===== src/rtl/subckt_test_sequencer_pkg.sv =====
// Shared types and constants for the subcircuit test sequencer.
// Holds the FSM state encoding, the signature width, the LFSR/MISR
// polynomial taps, their reset values and the single-step helper.
package subckt_test_pkg;

    localparam int SIG_W = 16;

    // x^16 + x^14 + x^13 + x^11 + 1 -> register bits 15, 13, 12, 10
    localparam logic [SIG_W-1:0] POLY_TAPS = 16'hB400;

    localparam logic [SIG_W-1:0] LFSR_RST_VAL = 16'hACE1;
    localparam logic [SIG_W-1:0] MISR_RST_VAL = 16'h0000;

    typedef enum logic [2:0] {
        ST_IDLE    = 3'd0,
        ST_DUT_RST = 3'd1,
        ST_APPLY   = 3'd2,
        ST_COMPARE = 3'd3,
        ST_DONE    = 3'd4
    } seq_state_e;

    // One Fibonacci step, shifting left, with parallel data folded in.
    function automatic logic [SIG_W-1:0] poly_step(input logic [SIG_W-1:0] v,
                                                   input logic [SIG_W-1:0] d);
        return {v[SIG_W-2:0], ^(v & POLY_TAPS)} ^ d;
    endfunction

endpackage


===== src/rtl/subckt_test_sequencer_if.sv =====
// Control/status and SUT-facing bundle of the test sequencer.
// master: the side that starts runs and returns SUT outputs.
// slave : the sequencer itself.
// Optional macro SUBCKT_TEST_STUCK_CHECK_EN adds the stuck_mask output.
interface subckt_test_sequencer_if #(
    parameter int IN_W  = 8,
    parameter int OUT_W = 1
);
    logic             start;
    logic             abort;
    logic [15:0]      golden_sig;
    logic [OUT_W-1:0] dut_out;
    logic [IN_W-1:0]  dut_in;
    logic             dut_rst;
    logic             busy;
    logic             done;
    logic             pass;
    logic [15:0]      signature;
`ifdef SUBCKT_TEST_STUCK_CHECK_EN
    logic [OUT_W-1:0] stuck_mask;

    modport master (
        output start, abort, golden_sig, dut_out,
        input  dut_in, dut_rst, busy, done, pass, signature, stuck_mask
    );
    modport slave (
        input  start, abort, golden_sig, dut_out,
        output dut_in, dut_rst, busy, done, pass, signature, stuck_mask
    );
`else
    modport master (
        output start, abort, golden_sig, dut_out,
        input  dut_in, dut_rst, busy, done, pass, signature
    );
    modport slave (
        input  start, abort, golden_sig, dut_out,
        output dut_in, dut_rst, busy, done, pass, signature
    );
`endif
endinterface


===== src/rtl/subckt_test_sequencer_sig_lfsr16.sv =====
// 16-bit Fibonacci shift register used both as the pattern generator
// (data_in tied to zero) and as the output-compacting MISR.
// load has priority over step.
module sig_lfsr16
    import subckt_test_pkg::*;
#(
    parameter logic [SIG_W-1:0] RST_VAL = MISR_RST_VAL
) (
    input  logic             clock,
    input  logic             reset,
    input  logic             load,
    input  logic [SIG_W-1:0] load_val,
    input  logic             step,
    input  logic [SIG_W-1:0] data_in,
    output logic [SIG_W-1:0] q
);

    logic [SIG_W-1:0] r_q;

    // Shift register: reload on run start/abort, otherwise advance on step.
    always_ff @(posedge clock or posedge reset) begin
        if (reset) begin
            r_q <= RST_VAL;
        end else if (load) begin
            r_q <= load_val;
        end else if (step) begin
            r_q <= poly_step(r_q, data_in);
        end
    end

    assign q = r_q;

endmodule


===== src/rtl/subckt_test_sequencer.sv =====
// Built-in test sequencer for one extracted subcircuit instance.
// Holds the SUT in reset, streams LFSR patterns into it, compacts the
// settled outputs into a MISR and compares against a golden signature.
// Optional macro SUBCKT_TEST_STUCK_CHECK_EN adds per-bit toggle tracking
// and the stuck_mask output; without it pass is the signature compare only.
//
//   state    | meaning
//   ---------+-----------------------------------------------------------
//   IDLE     | waiting for start; dut_in shows the seed pattern
//   DUT_RST  | SUT reset held for two cycles
//   APPLY    | pattern held SETTLE+1 cycles, captured on the last one
//   COMPARE  | one cycle, pass registered from the final signature
//   DONE     | done high, signature/pass held until the next start
module subckt_test_sequencer
    import subckt_test_pkg::*;
#(
    parameter int               IN_W    = 8,
    parameter int               OUT_W   = 1,
    parameter int               PAT_CNT = 256,
    parameter int               SETTLE  = 3,
    parameter logic [SIG_W-1:0] SEED    = LFSR_RST_VAL
) (
    input logic                    I1294,
    input logic                    I1301,
    subckt_test_sequencer_if.slave bus
);

    localparam logic [3:0]  SETTLE_L = 4'(SETTLE);
    localparam logic [15:0] LAST_PAT = 16'(PAT_CNT - 1);

    seq_state_e       r_state;
    seq_state_e       w_state_nxt;
    logic [3:0]       r_phase;
    logic [15:0]      r_pat_cnt;
    logic             r_rst_cnt;
    logic             r_abort_rst;
    logic             r_pass;

    logic             w_busy;
    logic             w_done;
    logic             w_dut_rst;
    logic             w_start_ok;
    logic             w_abort;
    logic             w_capture;
    logic             w_last;
    logic             w_pass_cond;
    logic [SIG_W-1:0] w_lfsr_q;
    logic [SIG_W-1:0] w_misr_q;
    logic [SIG_W-1:0] w_misr_din;
    logic             w_unused_lfsr;

    assign w_start_ok = bus.start && (r_state == ST_IDLE || r_state == ST_DONE);
    assign w_abort    = bus.abort && (r_state == ST_DUT_RST || r_state == ST_APPLY ||
                                      r_state == ST_COMPARE);
    // Abort suppresses the capture so the partial signature is left untouched.
    assign w_capture  = (r_state == ST_APPLY) && (r_phase == SETTLE_L) && !w_abort;
    assign w_last     = (r_pat_cnt == LAST_PAT);

    // Zero-extend the SUT outputs into the MISR data word.
    always_comb begin
        w_misr_din              = '0;
        w_misr_din[OUT_W-1:0]   = bus.dut_out;
    end

    sig_lfsr16 #(.RST_VAL(SEED)) u_gen (
        .clock    (I1294),
        .reset    (I1301),
        .load     (w_start_ok || w_abort),
        .load_val (SEED),
        .step     (w_capture),
        .data_in  ('0),
        .q        (w_lfsr_q)
    );

    // The MISR is only cleared by a new run; abort leaves the partial value.
    sig_lfsr16 #(.RST_VAL(MISR_RST_VAL)) u_misr (
        .clock    (I1294),
        .reset    (I1301),
        .load     (w_start_ok),
        .load_val (MISR_RST_VAL),
        .step     (w_capture),
        .data_in  (w_misr_din),
        .q        (w_misr_q)
    );

    assign w_unused_lfsr = ^w_lfsr_q;

    // FSM state register.
    always_ff @(posedge I1294 or posedge I1301) begin
        if (I1301) begin
            r_state <= ST_IDLE;
        end else begin
            r_state <= w_state_nxt;
        end
    end

    // FSM next-state logic; abort overrides every other transition.
    always_comb begin
        w_state_nxt = r_state;
        if (w_abort) begin
            w_state_nxt = ST_IDLE;
        end else begin
            case (r_state)
                ST_IDLE:    if (bus.start) w_state_nxt = ST_DUT_RST;
                ST_DUT_RST: if (r_rst_cnt) w_state_nxt = ST_APPLY;
                ST_APPLY:   if (w_capture && w_last) w_state_nxt = ST_COMPARE;
                ST_COMPARE: w_state_nxt = ST_DONE;
                ST_DONE:    if (bus.start) w_state_nxt = ST_DUT_RST;
                default:    w_state_nxt = ST_IDLE;
            endcase
        end
    end

    // FSM outputs; the SUT also sees reset whenever the sequencer is in reset.
    always_comb begin
        w_busy    = 1'b0;
        w_done    = 1'b0;
        w_dut_rst = I1301 || r_abort_rst;
        case (r_state)
            ST_DUT_RST: begin
                w_busy    = 1'b1;
                w_dut_rst = 1'b1;
            end
            ST_APPLY:   w_busy = 1'b1;
            ST_COMPARE: w_busy = 1'b1;
            ST_DONE:    w_done = 1'b1;
            default:    ;
        endcase
    end

    // Sequencing counters: SUT reset length, settle phase and pattern index.
    always_ff @(posedge I1294 or posedge I1301) begin
        if (I1301) begin
            r_rst_cnt   <= 1'b0;
            r_phase     <= '0;
            r_pat_cnt   <= '0;
            r_abort_rst <= 1'b0;
        end else begin
            r_rst_cnt   <= (r_state == ST_DUT_RST) && !r_rst_cnt && !w_abort;
            r_abort_rst <= w_abort;
            if (r_state != ST_APPLY || w_capture || w_abort) begin
                r_phase <= '0;
            end else begin
                r_phase <= r_phase + 4'd1;
            end
            if (w_start_ok || w_abort) begin
                r_pat_cnt <= '0;
            end else if (w_capture) begin
                r_pat_cnt <= r_pat_cnt + 16'd1;
            end
        end
    end

`ifdef SUBCKT_TEST_STUCK_CHECK_EN
    logic [OUT_W-1:0] r_prev_out;
    logic [OUT_W-1:0] r_toggled;
    logic [OUT_W-1:0] r_stuck_mask;

    // Toggle tracking: compare each capture with the previous one of the run.
    always_ff @(posedge I1294 or posedge I1301) begin
        if (I1301) begin
            r_prev_out   <= '0;
            r_toggled    <= '0;
            r_stuck_mask <= '0;
        end else if (w_start_ok || w_abort) begin
            r_toggled    <= '0;
            r_stuck_mask <= '0;
        end else if (w_capture) begin
            if (r_pat_cnt != 16'd0) begin
                r_toggled <= r_toggled | (r_prev_out ^ bus.dut_out);
            end
            r_prev_out <= bus.dut_out;
        end else if (r_state == ST_COMPARE) begin
            r_stuck_mask <= ~r_toggled;
        end
    end

    assign w_pass_cond    = (w_misr_q == bus.golden_sig) && (&r_toggled);
    assign bus.stuck_mask = r_stuck_mask;
`else
    assign w_pass_cond    = (w_misr_q == bus.golden_sig);
`endif

    // Pass verdict: cleared by a new run or abort, registered in COMPARE.
    always_ff @(posedge I1294 or posedge I1301) begin
        if (I1301) begin
            r_pass <= 1'b0;
        end else if (w_start_ok || w_abort) begin
            r_pass <= 1'b0;
        end else if (r_state == ST_COMPARE) begin
            r_pass <= w_pass_cond;
        end
    end

    assign bus.dut_in    = w_lfsr_q[IN_W-1:0];
    assign bus.dut_rst   = w_dut_rst;
    assign bus.busy      = w_busy;
    assign bus.done      = w_done;
    assign bus.pass      = r_pass;
    assign bus.signature = w_misr_q;

endmodule

===== src/flat_wrapper.sv =====
// flat-port wrapper written by rule: the top's interface ports become plain ports
module subckt_test_sequencer_flat import subckt_test_pkg::*;
#(
    parameter int               IN_W    = 8,
    parameter int               OUT_W   = 1,
    parameter int               PAT_CNT = 256,
    parameter int               SETTLE  = 3,
    parameter logic [SIG_W-1:0] SEED    = LFSR_RST_VAL
)
  (I1294, I1301, bus_start, bus_abort, bus_golden_sig, bus_dut_out, bus_dut_in, bus_dut_rst, bus_busy, bus_done, bus_pass, bus_signature);
  subckt_test_sequencer_if #(.IN_W(IN_W), .OUT_W(OUT_W)) bus_i ();
  input logic I1294;
  input logic I1301;
  input wire logic [$bits(bus_i.start)-1:0] bus_start;
  input wire logic [$bits(bus_i.abort)-1:0] bus_abort;
  input wire logic [$bits(bus_i.golden_sig)-1:0] bus_golden_sig;
  input wire logic [$bits(bus_i.dut_out)-1:0] bus_dut_out;
  output wire logic [$bits(bus_i.dut_in)-1:0] bus_dut_in;
  output wire logic [$bits(bus_i.dut_rst)-1:0] bus_dut_rst;
  output wire logic [$bits(bus_i.busy)-1:0] bus_busy;
  output wire logic [$bits(bus_i.done)-1:0] bus_done;
  output wire logic [$bits(bus_i.pass)-1:0] bus_pass;
  output wire logic [$bits(bus_i.signature)-1:0] bus_signature;
  assign bus_i.start = bus_start;
  assign bus_i.abort = bus_abort;
  assign bus_i.golden_sig = bus_golden_sig;
  assign bus_i.dut_out = bus_dut_out;
  assign bus_dut_in = bus_i.dut_in;
  assign bus_dut_rst = bus_i.dut_rst;
  assign bus_busy = bus_i.busy;
  assign bus_done = bus_i.done;
  assign bus_pass = bus_i.pass;
  assign bus_signature = bus_i.signature;
  subckt_test_sequencer #(.IN_W(IN_W), .OUT_W(OUT_W), .PAT_CNT(PAT_CNT), .SETTLE(SETTLE), .SEED(SEED)) u_core (.I1294(I1294), .I1301(I1301), .bus(bus_i));
endmodule

===== config.mk =====
export PLATFORM = sky130hd
export DESIGN_NAME = subckt_test_sequencer_flat
export DESIGN_NICKNAME = d
export VERILOG_FILES = /design/src/rtl/subckt_test_sequencer_pkg.sv /design/src/rtl/subckt_test_sequencer_if.sv /design/src/rtl/subckt_test_sequencer_sig_lfsr16.sv /design/src/rtl/subckt_test_sequencer.sv /design/src/flat_wrapper.sv
export SDC_FILE = /design/constraint.sdc
export NUM_CORES = 1
export LEC_CHECK = 0
export CAP_MARGIN = 40
export CORE_MARGIN = 5
export CORE_UTILIZATION = 59
export CTS_BUF_LIST = sky130_fd_sc_hd__clkbuf_8 sky130_fd_sc_hd__clkbuf_16
export CTS_CLUSTER_DIAMETER = 100
export DETAILED_ROUTE_END_ITERATION = 8
export GPL_ROUTABILITY_DRIVEN = 0
export GPL_TIMING_DRIVEN = 0
export HOLD_SLACK_MARGIN = 0.08
export PLACE_DENSITY = 0.86
export SETUP_SLACK_MARGIN = 0.1
export SLEW_MARGIN = 10
export SYNTH_ARGS = -nofsm -noshare
export SYNTH_HDL_FRONTEND = slang
export SYNTH_HIERARCHICAL = 1
export SYNTH_SLANG_ARGS = --single-unit

===== constraint.sdc =====
create_clock -name I1294 -period 7.5 [get_ports I1294]
set_input_delay 1.125 -clock I1294 [delete_from_list [all_inputs] [get_ports I1294]]
set_output_delay 1.125 -clock I1294 [all_outputs]
set_load 0.02 [all_outputs]

## Word-level counts from Yosys, hierarchy flattened

Index checks and enable logic that the tools add are counted.

| word-level totals | value |
|---|---|
| logic and storage cells | 64 |
| memory bits (writable) | 0 |
| bits in read-only memories | 0 |
| latch bits | 0 |
| memories | 0 |
| output and inout port bits | 28 |
| flip-flop bits (word level) | 58 |

| cells by class | value |
|---|---|
| bitwise gates (word level) | 1 |
| add/subtract/negate cells | 2 |
| multiply operators | 0 |
| multiplexer cells | 17 |
| div/mod/pow operators | 0 |
| reduce and logical (&&, ||, !) cells | 25 |
| equality and inequality tests | 11 |
| shift operators | 0 |
| order comparisons | 0 |

Operators with widths:

| kind | count |
|---|---|
| $mux W16 | 6 |
| $reduce_xor A16 Y1 | 2 |
| $add A16 B1 Y16 const B | 1 |
| $eq A16 B16 Y1 | 1 |
| $eq A16 B8 Y1 const B | 1 |
| $xor A16 B1 Y16 | 1 |
| $mux W3 | 4 |
| $pmux W3 S4 | 1 |
| $logic_and A1 B1 Y1 | 7 |
| $logic_or A1 B1 Y1 | 7 |
| $eq A3 B2 Y1 const B | 2 |
| $ne A3 B1 Y1 const B | 2 |
| $ne A3 B2 Y1 const B | 2 |
| $reduce_bool A2 Y1 | 3 |
| $mux W1 | 5 |
| $add A4 B1 Y4 const B | 1 |
| $eq A4 B2 Y1 const B | 1 |
| $mux W4 | 1 |
| $eq A3 B1 Y1 const B | 1 |
| $eq A3 B3 Y1 const B | 1 |
| $logic_not A3 Y1 | 1 |
| $reduce_and A3 Y1 | 1 |
| $reduce_or A3 Y1 | 1 |
| $logic_not A1 Y1 | 2 |
| $reduce_or A2 Y1 | 1 |

## Logic depth before layout (Yosys ltp)

| depth | value |
|---|---|
| word-level depth | 10 |
| gate-level depth with buffers | 9 |

## Modules after synthesis

Netlist, hierarchy kept.

By module, submodules not included:

| module | seq. area each (µm²) | instances | cells each | area each (µm²) |
|---|---|---|---|---|
| subckt_test_sequencer | 650.6 | 1 | 160 | 1505.2 |
| sig_lfsr16 (u_core.u_gen) | 410.4 | 1 | 89 | 924.6 |
| sig_lfsr16 (u_core.u_misr) | 400.4 | 1 | 89 | 914.6 |

## Worst setup path after synthesis

No wires, ideal clock.

| path | value |
|---|---|
| path type | input-to-reg |
| from | in bus_abort |
| to | reg u_core.r_pat_cnt[11] |
| stages on the path | 6 |
| arrival | 3.007 ns |
| buffers on the path | 2 |
| data required time | 7.422 ns |
| setup time | 0.078 ns |
| path slack | 4.415 ns |
| path through | or4b_1 clkbuf_2 or4_1 buf_2 or4_1 a21oi_1 |

| between the ends | value |
|---|---|
| word-level cells in the longest chain between the ends | 4 |

Ends and longest elaborated chain:

| item | RTL line | text |
|---|---|---|
| start, declared | flat_wrapper.sv:15 | `input wire logic [$bits(bus_i.abort)-1:0] bus_abort;` |
| $logic_and A1 B1 Y1 (*) | subckt_test_sequencer.sv:53 | `assign w_abort = bus.abort && (r_state == ST_DUT_RST \|\| r_state == ST_APPLY \|\|` |
| $logic_not A1 Y1 | subckt_test_sequencer.sv:56 | `assign w_capture = (r_state == ST_APPLY) && (r_phase == SETTLE_L) && !w_abort;` |
| $logic_and A1 B1 Y1 | subckt_test_sequencer.sv:56 |  |
| $reduce_bool A2 Y1 (no source line) | - |  |
| end signal, assigned | subckt_test_sequencer.sv:149 | `r_pat_cnt <= r_pat_cnt + 16'd1;` |
| end, declared | subckt_test_sequencer.sv:34 | `logic [15:0] r_pat_cnt;` |

Every way passes the cells marked *; elsewhere a longest branch is shown, timed or not.
A chain may end at the register's enable or synchronous reset.

## Worst setup path after layout

| path | value |
|---|---|
| from | in I1301 |
| to | out bus_dut_rst |

| between the ends | value |
|---|---|
| word-level cells in the longest chain between the ends | 2 |

Ends and longest elaborated chain:

| item | RTL line | text |
|---|---|---|
| start, declared | flat_wrapper.sv:13 | `input logic I1301;` |
| $logic_or A1 B1 Y1 | subckt_test_sequencer.sv:118 | `w_dut_rst = I1301 \|\| r_abort_rst;` |
| $mux W1 | subckt_test_sequencer.sv:119 | `case (r_state)` |
| end, declared | flat_wrapper.sv:19 | `output wire logic [$bits(bus_i.dut_rst)-1:0] bus_dut_rst;` |

No other way between the ends.

==> impl_results.md <==
* Die area at 0.00727 mm²
* Count of hold-fix buffers inserted at cts at 0
* Post-synth ARST share at 100%
* Antenna diode count at 0
* Worst-path clk slew at roughly 0.060 ns
* Status: finished, final reports clean
* WS Path Type: in2out
* Synthesized area at around 0.0033 mm²
* Max_slew headroom at around 43%
* Worst Hold Class: reg2reg
* Layout cells sized above 1 at ~6.5%
* Initial DRC Count at 132
* Post-synthesis xor/xnor area fraction at 16.1%
* Main synth FF type: dfrtp_1
* Mean Syn Cell Area at 9.89 µm²
* LEAKAGE at 1.89 nW
* Largest family of logic cells by synthesized area: simple AND/OR/NAND/NOR gates
* Final setup fails at 0
* Antenna violations before repair at 0
* Fraction of the mapped netlist area in simple logic gates at 17.3%
* Power Total at around 0.0013 W
* I/O Buffers at 48
* Total gr overflow at 0
* # Max-Cap Violations at 0
* Final net count at 483
* VDD IR-drop max at 0.225 mV
* Via density at 5.17
* Leading post-synthesis cells by cell area: dfrtp_1 37%, xor2_1 13%, mux2i_1 9.6%
* Fmax at approximately 0.28 GHz
* Largest net degree at the start of global routing at 18
* CTS H-Tree Depth at 3
* CP max FO at 4
* Io pins at 49
* Die width at around 85 µm
* CP required at 6.38 ns
* Die Y at ~85 µm
* Post-DRT Antenna Nets at 0
* Seq/Total Area, Yosys at 43.7%
* Post-CTS Repair Setup Buffers at 0
* Cells resized by post-CTS repair at 0
* DRC Markers at 0
* Initial DRT Pass Iterations at 4
* Fin util at 78.8%
* Reg2reg start: u_core/r_phase[0]
* Startpoint Class: input pin
* Routed WL at 7680 µm
* Hold Startpoint: u_core/r_rst_cnt
* Clock Skew at around 0.0073 ns
* Setup TNS at 0 ns
* Num CTS Buffers at 9
* P&R area growth vs syn at 29.7%
* TritonCTS clock tree: done
* Flops & latches, synth at 58
* Final Max Tran Viols at 0
* Synth warn at 6
* Placed Cells at 521
* Top cell type's share of synthesized area at 37.4%
* Hpwl dp at 5510 µm
* PwrDens at 302 mW/mm²
* Leading area contributor after synthesis: dfrtp_1
* EDFF count, synth at 0
* First-pass GRT wire length at 13500 µm
* Post-synthesis adder-cell area fraction at 0.748%
* GR Util All Layers at 23.0%
* Netlist cell types at 41
* FP Rows at 27
* CP Data Arrival Time at 2.47 ns
* Slew of the pin with the lowest slew margin at about 0.84 ns
* Starting Density at 60.7%
* Post-synthesis mux area share at 9.58%
* Post-route insts no fill at between 500 and 600
* Min Clock Period, post-route at between 3 and 4 ns
* Post-synthesis compound-gate area fraction at approximately 8.6%
* CTS max path bufs at 2
* Period utilization at between 40% and 50%
* DR vias at 2776
* TritonCTS Sinks at between 50 and 60
* Worst setup startpoint: I1301
* Kind of end point of the critical path: primary output
* Core ar. at 0.00551 mm²
* Root buffer cell: clkbuf_8
* Routed length per instance at 14.3 µm
* Worst skew pair latency at approximately 0.34 ns
* Vias in the first global route at 2838
* Post-synthesis instance total at 338
* Fin. Hold Viols at 0
* Setup repair after global routing missed its margin: no
==> per-stage QoR <==
stage	worst slack (ns)	hold WS, ns	cell area (µm²)
floorplan	4.42	0.420	3570
global route	3.83	0.459	4340
finish	3.90	0.452	4340
global placement	3.21	0.432	4140
detailed placement	3.72	0.445	4180
CTS	3.88	0.454	4340
==> cell usage in the layout, fill, tap and decap left out, types with 4 or more instances in the layout <==
cell type and instances:
dfstp_2 8, buf_2 4, o31ai_1 5, o21ai_1 30
nor3b_1 5, a21oi_1 9, clkdlybuf4s50_1 48, nor2_1 11
clkbuf_8 10, xnor2_1 8, o21ai_0 4, conb_1 63
dfrtp_1 50, nand2_1 40, clkbuf_1 9, mux2i_1 32
xor2_1 48, nand3_1 10, inv_1 14, nor4b_1 4
nor4_1 7, nand3b_1 4, or4_1 7
==> critical path, cell delays in order <==
cell	delay [ns]
clkdlybuf4s50_1	0.58
nor2_1	0.06
o21ai_0	0.07
clkdlybuf4s50_1	0.63
==> state kept, by name, indices dropped and copies added (netlist names) <==
signal              cells
u_core/bus.pass         1
u_core/r_phase          4
u_core/r_abort_rst      1
u_core/u_gen/q         16
u_core/r_rst_cnt        1
u_core/u_misr/q        16
u_core/r_pat_cnt       16
u_core/r_state          3
==> layout make-up <==
| cell class | count | area (µm²) |
|---|---|---|
| Inverter | 9 | 33.8 |
| Sequential cell | 58 | 1460 |
| Tap cell | 72 | 90.1 |
| Fill cell | 376 | 1170 |
| Timing Repair Buffer | 50 | 513 |
| Multi-Input combinational cell | 315 | 1990 |
| Buffer | 17 | 91.3 |
| Clock inverter | 6 | 23.8 |
| Clock buffer | 10 | 138 |
==> cells by family after synthesis <==
| family | after synthesis |
|---|---|
| flops | 58 |
| simple gates | 108 |
| compound gates | 52 |
| buf+inv | 26 |
| other cells | 2 |
| mux | 32 |
| xor+xnor | 58 |
| fa+ha+maj | 2 |
==> routing by layer <==
metal	GRT usage [%]	part of all wire [%]	routed length, µm
met1	30.8	44	3410
met2	36.7	50	3830
met3	4.47	3.8	292
met4	9.35	1.9	146
met5	0	0	0
==> final timing paths <==
| kind | end | slack [ns] | cells past startpoint |
|---|---|---|---|
| min in group asynchronous | u_core/r_phase[1] | 1.28 | 2 |
| worst max register to register | u_core/r_pat_cnt[15] | 4.80 | 7 |
| worst max-delay path | bus_dut_rst | 3.90 | 4 |
| worst min-delay path | u_core/r_rst_cnt | 0.45 | 1 |
| max in group asynchronous | u_core/u_misr/q[9] | 5.71 | 2 |
| worst min register to register | u_core/r_rst_cnt | 0.45 | 1 |
==> cells in the mapped netlist, drive strengths merged (8+ instances only) <==
library cell  instances
dfrtp                50
xor2                 48
nand2                40
o21ai                34
mux2i                32
nor2                 11
clkbuf               10
nand3                10
a21oi                 9
inv                   9
dfstp                 8
xnor2                 8
==> report_power, final <==
group	total, W	internal [W]	switching (W)	leakage, nW
sequential	0.000517	0.000413	0.000104	0.739
clock	0.000240	0.000122	0.000118	0.102
combinational	0.000554	0.000266	0.000288	1.05
total	0.00131	0.000801	0.000510	1.89
No activity file was read; power rests on OpenSTA's default activity.
